[src/rtl/llm_int8_block_quantizer.sv]
// llm_int8_block_quantizer
//   Quantizes one block of N = IN_SIZE*IN_PARALLELISM signed elements to
//   OUT_WIDTH-bit signed codes. A single power-of-two scale is used for the
//   whole block. The block's absolute maximum (max_num) selects a right-shift
//   exponent so that the largest element fits in OUT_WIDTH bits. Each element
//   is then rounded half-up and saturated symmetrically, LANES elements per
//   cycle.
//
// Ports
//   clk            : single clock
//   rst            : asynchronous active-low reset
//   data_in        : N x IN_WIDTH signed block, element i at [i*IN_WIDTH +: IN_WIDTH]
//   max_num        : unsigned absolute maximum of the block (arrives with data_in)
//   data_in_valid  : block and max_num valid
//   data_in_ready  : block accepted when valid & ready (high only when idle)
//   data_out       : N x OUT_WIDTH signed quantized block, same element order
//   data_out_shift : right-shift exponent applied (scale = 2^shift)
//   data_out_valid : output block valid
//   data_out_ready : downstream accepts the output block
//
// State | meaning
// ------+--------------------------------------------------------------
// IDLE  | waiting for an input block; data_in_ready high
// SHIFT | derive the shift exponent from the captured max_num
// QUANT | quantize LANES elements per cycle into the output register
// OUT   | present data_out until the downstream handshake
module llm_int8_block_quantizer #(
    parameter int IN_WIDTH       = 16,
    parameter int IN_SIZE        = 4,
    parameter int IN_PARALLELISM = 1,
    parameter int OUT_WIDTH      = 8,
    parameter int MAX_NUM_WIDTH  = IN_WIDTH,
    parameter int LANES          = 1,
    localparam int N             = IN_SIZE * IN_PARALLELISM,
    localparam int SW            = $clog2(MAX_NUM_WIDTH)
) (
    input  logic                       clk,
    input  logic                       rst,
    input  logic [N*IN_WIDTH-1:0]      data_in,
    input  logic [MAX_NUM_WIDTH-1:0]   max_num,
    input  logic                       data_in_valid,
    output logic                       data_in_ready,
    output logic [N*OUT_WIDTH-1:0]     data_out,
    output logic [SW-1:0]              data_out_shift,
    output logic                       data_out_valid,
    input  logic                       data_out_ready
);

    localparam int GROUPS = N / LANES;
    localparam int CW     = (GROUPS > 1) ? $clog2(GROUPS) : 1;
    localparam logic [CW-1:0] LAST_GRP = CW'(GROUPS - 1);

    // Symmetric saturation bounds; the most negative code is never produced.
    localparam int QMAX_I = (1 << (OUT_WIDTH - 1)) - 1;
    localparam logic signed [IN_WIDTH:0] QMAX = (IN_WIDTH + 1)'(QMAX_I);
    localparam logic signed [IN_WIDTH:0] QMIN = -QMAX;

    typedef enum logic [1:0] {
        ST_IDLE,
        ST_SHIFT,
        ST_QUANT,
        ST_OUT
    } state_e;

    state_e                     state_q, state_d;
    logic [CW-1:0]              cnt_q, cnt_d;
    logic [N*IN_WIDTH-1:0]      data_q, data_d;
    logic [MAX_NUM_WIDTH-1:0]   max_q, max_d;
    logic [SW-1:0]              shift_q, shift_d;
    logic [N*OUT_WIDTH-1:0]     dout_q, dout_d;

    logic [SW-1:0]              lead;
    logic [SW-1:0]              shift_calc;

    // Round half-up and shift at IN_WIDTH+1 bits so adding the rounding
    // constant to the largest positive input cannot wrap.
    function automatic logic [OUT_WIDTH-1:0] quant(
        input logic signed [IN_WIDTH-1:0] x,
        input logic        [SW-1:0]       s
    );
        logic signed [IN_WIDTH:0] xe;
        logic signed [IN_WIDTH:0] rnd;
        logic signed [IN_WIDTH:0] q;
        xe  = {x[IN_WIDTH-1], x};
        rnd = '0;
        q   = xe;
        if (s != '0) begin
            rnd = (IN_WIDTH + 1)'(1) << (s - SW'(1));
            q   = (xe + rnd) >>> s;
        end
        if (q > QMAX) begin
            quant = QMAX[OUT_WIDTH-1:0];
        end else if (q < QMIN) begin
            quant = QMIN[OUT_WIDTH-1:0];
        end else begin
            quant = q[OUT_WIDTH-1:0];
        end
    endfunction

    // Index of the leading one of the captured max_num (0 when max_num is 0).
    always_comb begin
        lead = '0;
        for (int i = 0; i < MAX_NUM_WIDTH; i++) begin
            if (max_q[i]) begin
                lead = SW'(i);
            end
        end
    end

    // Keep OUT_WIDTH-1 magnitude bits: anything above bit OUT_WIDTH-2 is shifted out.
    always_comb begin
        shift_calc = '0;
        if (int'(lead) > OUT_WIDTH - 2) begin
            shift_calc = SW'(int'(lead) - (OUT_WIDTH - 2));
        end
    end

    always_comb begin
        int idx;
        state_d = state_q;
        cnt_d   = cnt_q;
        data_d  = data_q;
        max_d   = max_q;
        shift_d = shift_q;
        dout_d  = dout_q;
        idx     = 0;
        case (state_q)
            ST_IDLE: begin
                if (data_in_valid) begin
                    data_d  = data_in;
                    max_d   = max_num;
                    state_d = ST_SHIFT;
                end
            end
            ST_SHIFT: begin
                shift_d = shift_calc;
                cnt_d   = '0;
                state_d = ST_QUANT;
            end
            ST_QUANT: begin
                for (int l = 0; l < LANES; l++) begin
                    idx = int'(cnt_q) * LANES + l;
                    dout_d[idx*OUT_WIDTH +: OUT_WIDTH] =
                        quant(data_q[idx*IN_WIDTH +: IN_WIDTH], shift_q);
                end
                if (cnt_q == LAST_GRP) begin
                    cnt_d   = '0;
                    state_d = ST_OUT;
                end else begin
                    cnt_d = cnt_q + CW'(1);
                end
            end
            ST_OUT: begin
                if (data_out_ready) begin
                    state_d = ST_IDLE;
                end
            end
            default: begin
                state_d = ST_IDLE;
            end
        endcase
    end

    always_ff @(posedge clk or negedge rst) begin
        if (!rst) begin
            state_q <= ST_IDLE;
            cnt_q   <= '0;
            data_q  <= '0;
            max_q   <= '0;
            shift_q <= '0;
            dout_q  <= '0;
        end else begin
            state_q <= state_d;
            cnt_q   <= cnt_d;
            data_q  <= data_d;
            max_q   <= max_d;
            shift_q <= shift_d;
            dout_q  <= dout_d;
        end
    end

    assign data_in_ready  = (state_q == ST_IDLE);
    assign data_out_valid = (state_q == ST_OUT);
    assign data_out       = dout_q;
    assign data_out_shift = shift_q;

endmodule

[config.mk]
export PLATFORM = sky130hd
export DESIGN_NAME = llm_int8_block_quantizer
export DESIGN_NICKNAME = d
export VERILOG_FILES = /design/src/rtl/llm_int8_block_quantizer.sv
export SDC_FILE = /design/constraint.sdc
export NUM_CORES = 1
export LEC_CHECK = 0
export ABC_AREA = 1
export CORE_AREA = 5 5 160 162
export CTS_CLUSTER_DIAMETER = 80
export DETAILED_ROUTE_END_ITERATION = 6
export DIE_AREA = 0 0 165 167
export HOLD_SLACK_MARGIN = 0.06
export PLACE_DENSITY = 0.55
export SLEW_MARGIN = 15
export SYNTH_ARGS = -nofsm -noshare
export SYNTH_HDL_FRONTEND = slang
export SYNTH_SLANG_ARGS = --single-unit
[constraint.sdc]
create_clock -name clk -period 6.8 [get_ports clk]
set_input_delay 1.36 -clock clk [delete_from_list [all_inputs] [get_ports clk]]
set_output_delay 1.36 -clock clk [all_outputs]
set_load 0.02 [all_outputs]
# --- Word level (Yosys, flattened, before mapping) ---
# Index checks and enable logic that the tools add are counted.
word_totals:
  ff_bits: 120
  inputBits: 84
  out_inout_bits: 38
  wordCells: 59
classes:
  addsub: 5
  order_cmp: 3
  eq_ne: 7
  shift: 5
  mux: 28
  n_reduce_logical: 5
op_table:
  columns: ["cell", "count"]
  rows:
  - ["64-bit by 7-bit indexed part select with 16-bit output", 1]
  - ["4-bit two-way mux", 14]
  - ["17-bit two-way mux", 2]
  - ["5-bit negation with 33-bit output", 1]
  - ["8-bit by 33-bit variable shift with 32-bit output (first input constant)", 1]
  - ["8-bit by 33-bit indexed part select with 32-bit output", 1]
  - ["32-bit bitwise mux", 1]
  - ["8-bit two-way mux", 3]
  - ["16-bit by 17-bit adder with 17-bit output", 1]
  - ["17-bit by 8-bit greater-than comparator with 1-bit output (second input constant)", 1]
  - ["17-bit by 8-bit < comparator with 1-bit output (second input constant)", 1]
  - ["1-bit by 4-bit left shift with 17-bit output (first input constant)", 1]
  - ["17-bit by 4-bit >>> shifter with 17-bit output", 1]
  - ["2-bit two-way mux", 5]
  - ["2-bit one-hot mux with 4 select lines", 1]
  - ["2-bit == test (second input constant)", 3]
  - ["4-bit by 3-bit greater-than comparator with 1-bit output (second input constant)", 1]
  - ["2-bit inequality test (second input constant)", 2]
  - ["2-bit one-hot mux with 2 select lines", 1]
  - ["4-bit nonzero test", 1]
  - ["4-bit by 1-bit subtractor with 4-bit output (second input constant)", 1]
  - ["4-bit by 3-bit subtractor with 4-bit output (second input constant)", 1]
  - ["3-bit AND reduction", 1]
  - ["2-bit by 1-bit adder with 2-bit output (second input constant)", 1]
  - ["other kinds (6)", 6]

# --- Longest topological paths before layout ---
logic_depth:
  word_depth: 17
  mapped_depth: 33
  mapped_depth_nobuf: 32

# --- Worst setup path after synthesis ---
# Ideal clock, no wire load.
synth_path:
  path_kind: "reg2reg"
  from: "register shift_q[1], in the netlist data_out_shift[1]"
  to: "register dout_q[27], in the netlist data_out[27]"
  setup_ns: 0.118
  t_arrival_ns: 3.598
  required_ns: 6.682
  setup_slack_ns: 3.084
  stages_incl_launch_ff: 34
  path_buffers: 3
  period_less_slack_ns: 3.716
  path_cell_list: "dfrtp_1 > buf_2 > inv_1 > clkbuf_1 > buf_2 > nor2_1 > nand2_1 > nor2_1 > inv_1 > fa_1 > inv_1 > nand3_2 > nand2_2 > nand2_2 > nand2_2 > nand3b_4 > nand2_2 > nand2_2 > nand2_4 > inv_4 > nand2_2 > nand2_1 > inv_2 > nand2_1 > nand2_1 > nand2_1 > nor2_1 > nand3_2 > nand2_4 > nand2_2 > nand2_4 > nor2_4 > nand3_1 > nand2_1"
synth_between:
  elab_chain_cells: 12
  word_cells_on_any_way: 14
  cone_classes: "add/sub: 2; order compare: 2; shift: 3; mux: 6; reduce/logical: 1"
synth_rtl:
  columns: ["item", "line_no", "source"]
  rows:
  - ["start: declaration", "69", "logic [SW-1:0] shift_q, shift_d;"]
  - ["start signal: assignment", "177", "shift_q <= shift_d;"]
  - ["4-bit by 1-bit subtractor with 4-bit output", "88", "rnd = (IN_WIDTH + 1)'(1) << (s - SW'(1));"]
  - ["1-bit by 4-bit left shift with 17-bit output", "88", null]
  - ["16-bit by 17-bit adder with 17-bit output", "89", "q = (xe + rnd) >>> s;"]
  - ["17-bit by 4-bit >>> shifter with 17-bit output", "89", null]
  - ["17-bit two-way mux *", "87", "if (s != '0) begin"]
  - ["17-bit two-way mux *", "127", "case (state_q)"]
  - ["17-bit by 8-bit < comparator with 1-bit output", "93", "end else if (q < QMIN) begin"]
  - ["8-bit two-way mux", "93", null]
  - ["8-bit two-way mux *", "91", "if (q > QMAX) begin"]
  - ["8-bit two-way mux *", "127", null]
  - ["8-bit by 33-bit indexed part select with 32-bit output *", "143", "dout_d[idx*OUT_WIDTH +: OUT_WIDTH] ="]
  - ["32-bit bitwise mux *", "143", null]
  - ["end signal: assignment", "178", "dout_q <= dout_d;"]
  - ["end: declaration", "70", "logic [N*OUT_WIDTH-1:0] dout_q, dout_d;"]
# Mark *: on every way between the ends. The rest lies on a longest branch, timed or not. The select of a mux whose other input is x is not followed.
# A chain may end at the register's enable or synchronous reset.

# --- Worst setup path in the final report ---
layout_path:
  from: "register shift_q[2], in the netlist data_out_shift[2]"
  to: "register dout_q[12], in the netlist data_out[12]"
# Same word-level chain as after synthesis.

==> flow_summary.json <==
{
  "netlist_area_um2": 7750,
  "leakage_nw": 4.65,
  "fin_util": 0.410,
  "yosys.area.top_type_share": 0.384,
  "yosysMostFrequentCell": "nand2_1",
  "fp.coreArea_um2": 24000,
  "cts_tree": "done",
  "synth_cell_types": 45,
  "slew_viol_final": 0,
  "synth_compound_area_frac": 0.0805,
  "fillers": 2551,
  "crit_type": "reg -> reg",
  "synthCells": 993,
  "cts-resized-gates": 0,
  "maxSlewHeadroom": 0.248,
  "yosysWarnings": 0,
  "port-buffer-count": 120,
  "drive_gt1_frac": 0.162,
  "viasPerCell": 4.89,
  "finalWirelength_um": 22800,
  "min_period_ps": 4870,
  "cts_hold_buf": 0,
  "synth_top_family_by_area": "simple AND/OR/NAND/NOR gates",
  "antenna_left": 0,
  "synthTopCellsByCount": "nand2_1 (239), nand3_1 (124), dfrtp_1 (119), nor2_1 (89), inv_1 (81)",
  "syn_nets": 1105,
  "drv_cap": 0,
  "grt_antenna_before_repair": 1,
  "drtIter0Drc": 414,
  "drc_errors": 0,
  "start_util": 0.324,
  "power_w": 0.00539,
  "vias": 7024,
  "multi_input_area_um2": 4260,
  "cts-htree-levels": 4,
  "worst_pin_slew_ps": 1120,
  "yosys.area.top_type": "dfrtp_1",
  "ys.flop_type": "dfrtp_1",
  "synth_area_leaders": "dfrtp_1 (38%), nand2_1 (12%), mux2_2 (10%)",
  "max-clock-path-buffers": 2,
  "muxShareOfSynthArea": 0.102,
  "grt_pass1_wl_um": 37400,
  "grtUsageTotal": 0.170,
  "dieArea_um2": 27600,
  "clock_skew_ps": 11.1,
  "syn_to_final_growth_pct": 26.6,
  "die_h_um": 167,
  "cts_root_buf": "clkbuf_16",
  "first_pass_iters": 5,
  "place_area_um2": 9240,
  "finalSetupViolCount": 0,
  "fin_crit_sh": 0.716,
  "hold_path_class": "reg -> reg",
  "nets": 1211,
  "grt_max_degree": 64,
  "post_cts.repair.setup_buffers": 0,
  "peakVddDrop_mv": 0.274,
  "endpoint_kind": "register",
  "synth_xor_area_frac": 0.00339,
  "cp.required_ps": 7100,
  "hold_viol": 0,
  "power_density_nw_per_um2": 550,
  "gp_congestion": 0.908,
  "outcome": "finished, final reports clean",
  "synth-seq-cells": 119,
  "place_hpwl_um": 17300,
  "final.setup.tns_ps": 0,
  "grt_pass1_vias": 7084,
  "clk_latency_ps": 420,
  "synthAdderAreaFrac": 0.0462,
  "syn_avg_cell_area_um2": 7.81,
  "rsz0062_at_grt": "false",
  "design_area_um2": 9820,
  "async_flop_share": 1.00,
  "io_pins": 122,
  "start_kind": "register",
  "clock_sink_count": 119,
  "max_freq_ghz": 0.206,
  "ff_latch_area_um2": 2980,
  "clkTransAtPathRegs_ps": 60,
  "rows": 57,
  "die_w_um": 165,
  "synth-simple-area-share": 0.317,
  "diodes": 0,
  "cts_buffers": 17,
  "ys_seq_area_frac": 0.384,
  "whs_ps": 483,
  "overflow": 0,
  "cp_data_arrival_time_ps": 5170,
  "wire_per_inst_um": 15.9,
  "synth-edff-count": 0,
  "cp_max_fo": 22
}
registers in the layout, indices dropped and copies added (netlist names):
register        cells
data_out_shift      4
data_q             64
cnt_q               2
data_out           32
max_q              15
state_q             2
layer usage:
metal,track usage,vias up,part of all wire
met5,0,-,0.00048
met4,0.0495,2,0.015
met3,0.0326,25,0.038
met2,0.268,132,0.47
met1,0.237,3361,0.48
li1,-,3504,-
worst max-delay path, stage by stage, from the launching register on:
cell      delay (ps)
dfrtp_1          860
clkinv_1         760
nand2_1          330
nor2_1            80
ha_1             410
nand2_1          170
nor2_2           190
nand3_1          150
nand3_1          120
nand2_1           90
nand2_1           90
nand2_1           80
nand3_1          150
nand3_1           90
a21oi_1          290
nand2_1          110
nor2_1           120
nand3_1          100
nand3_2          100
nand2_4          100
nand2_2           80
nand2_2           90
nand4_1          100
nand2_1           70
report_power, final:
part / internal, W / switching [W]
Sequential: 0.00100 / 0.000224
Clock: 0.000547 / 0.000332
Combinational: 0.00118 / 0.00210
placed cells by master, fill, tap and decap left out, drive strengths merged, types with 2 or more instances in the layout:
| cell | n |
|---|---|
| a21oi | 35 |
| a31oi | 3 |
| a32o | 3 |
| and2 | 2 |
| buf | 6 |
| bufinv | 2 |
| clkbuf | 20 |
| clkdlybuf4s50 | 119 |
| clkinv | 10 |
| clkinvlp | 2 |
| dfrtp | 119 |
| ha | 27 |
| inv | 93 |
| mux2 | 70 |
| nand2 | 273 |
| nand3 | 136 |
| nand4 | 16 |
| nor2 | 99 |
| nor3 | 2 |
| nor4 | 2 |
| o21ai | 43 |
| o21bai | 2 |
| o22ai | 12 |
| or2 | 2 |
| xor2 | 2 |
cell type report:
cell class              instances  area share
repair buffers                125       0.126
clock buffers                  20      0.0455
multi-input cells             741       0.434
flip-flops and latches        119       0.303
well taps                     324      0.0413
clock inverters                12      0.0129
inverters                      95      0.0366
stage by stage:
stage / instances / setup slack (ps)
2_1_floorplan: 993 / 3080
3_3_place_gp: 1404 / 1920
3_5_place_dp: 1404 / 1850
4_1_cts: 1436 / 1850
5_1_grt: 1436 / 1440
6_report: 1436 / 1930
final timing paths:
check,startpoint,to,slack (ps),cells past startpoint
worst max-delay path,data_out_shift[2],data_out[12],1930,23
worst min-delay path,data_out[3],data_out[3],480,2
worst max register to register,data_out_shift[2],data_out[12],1930,23
worst min register to register,data_out[3],data_out[3],480,2
max in group asynchronous,rst,data_out[3],4480,2
min in group asynchronous,rst,max_q[2],1020,1
cell families after synthesis:
kind of cell | Yosys count
flip-flops | 119
adder cells (fa/ha/maj) | 28
AND/OR/NAND/NOR | 533
XOR/XNOR | 3
AO/OA/AOI/OAI | 107
multiplexers | 70
buffers and inverters | 133
Note: power is estimated with default switching activity, not from simulation.
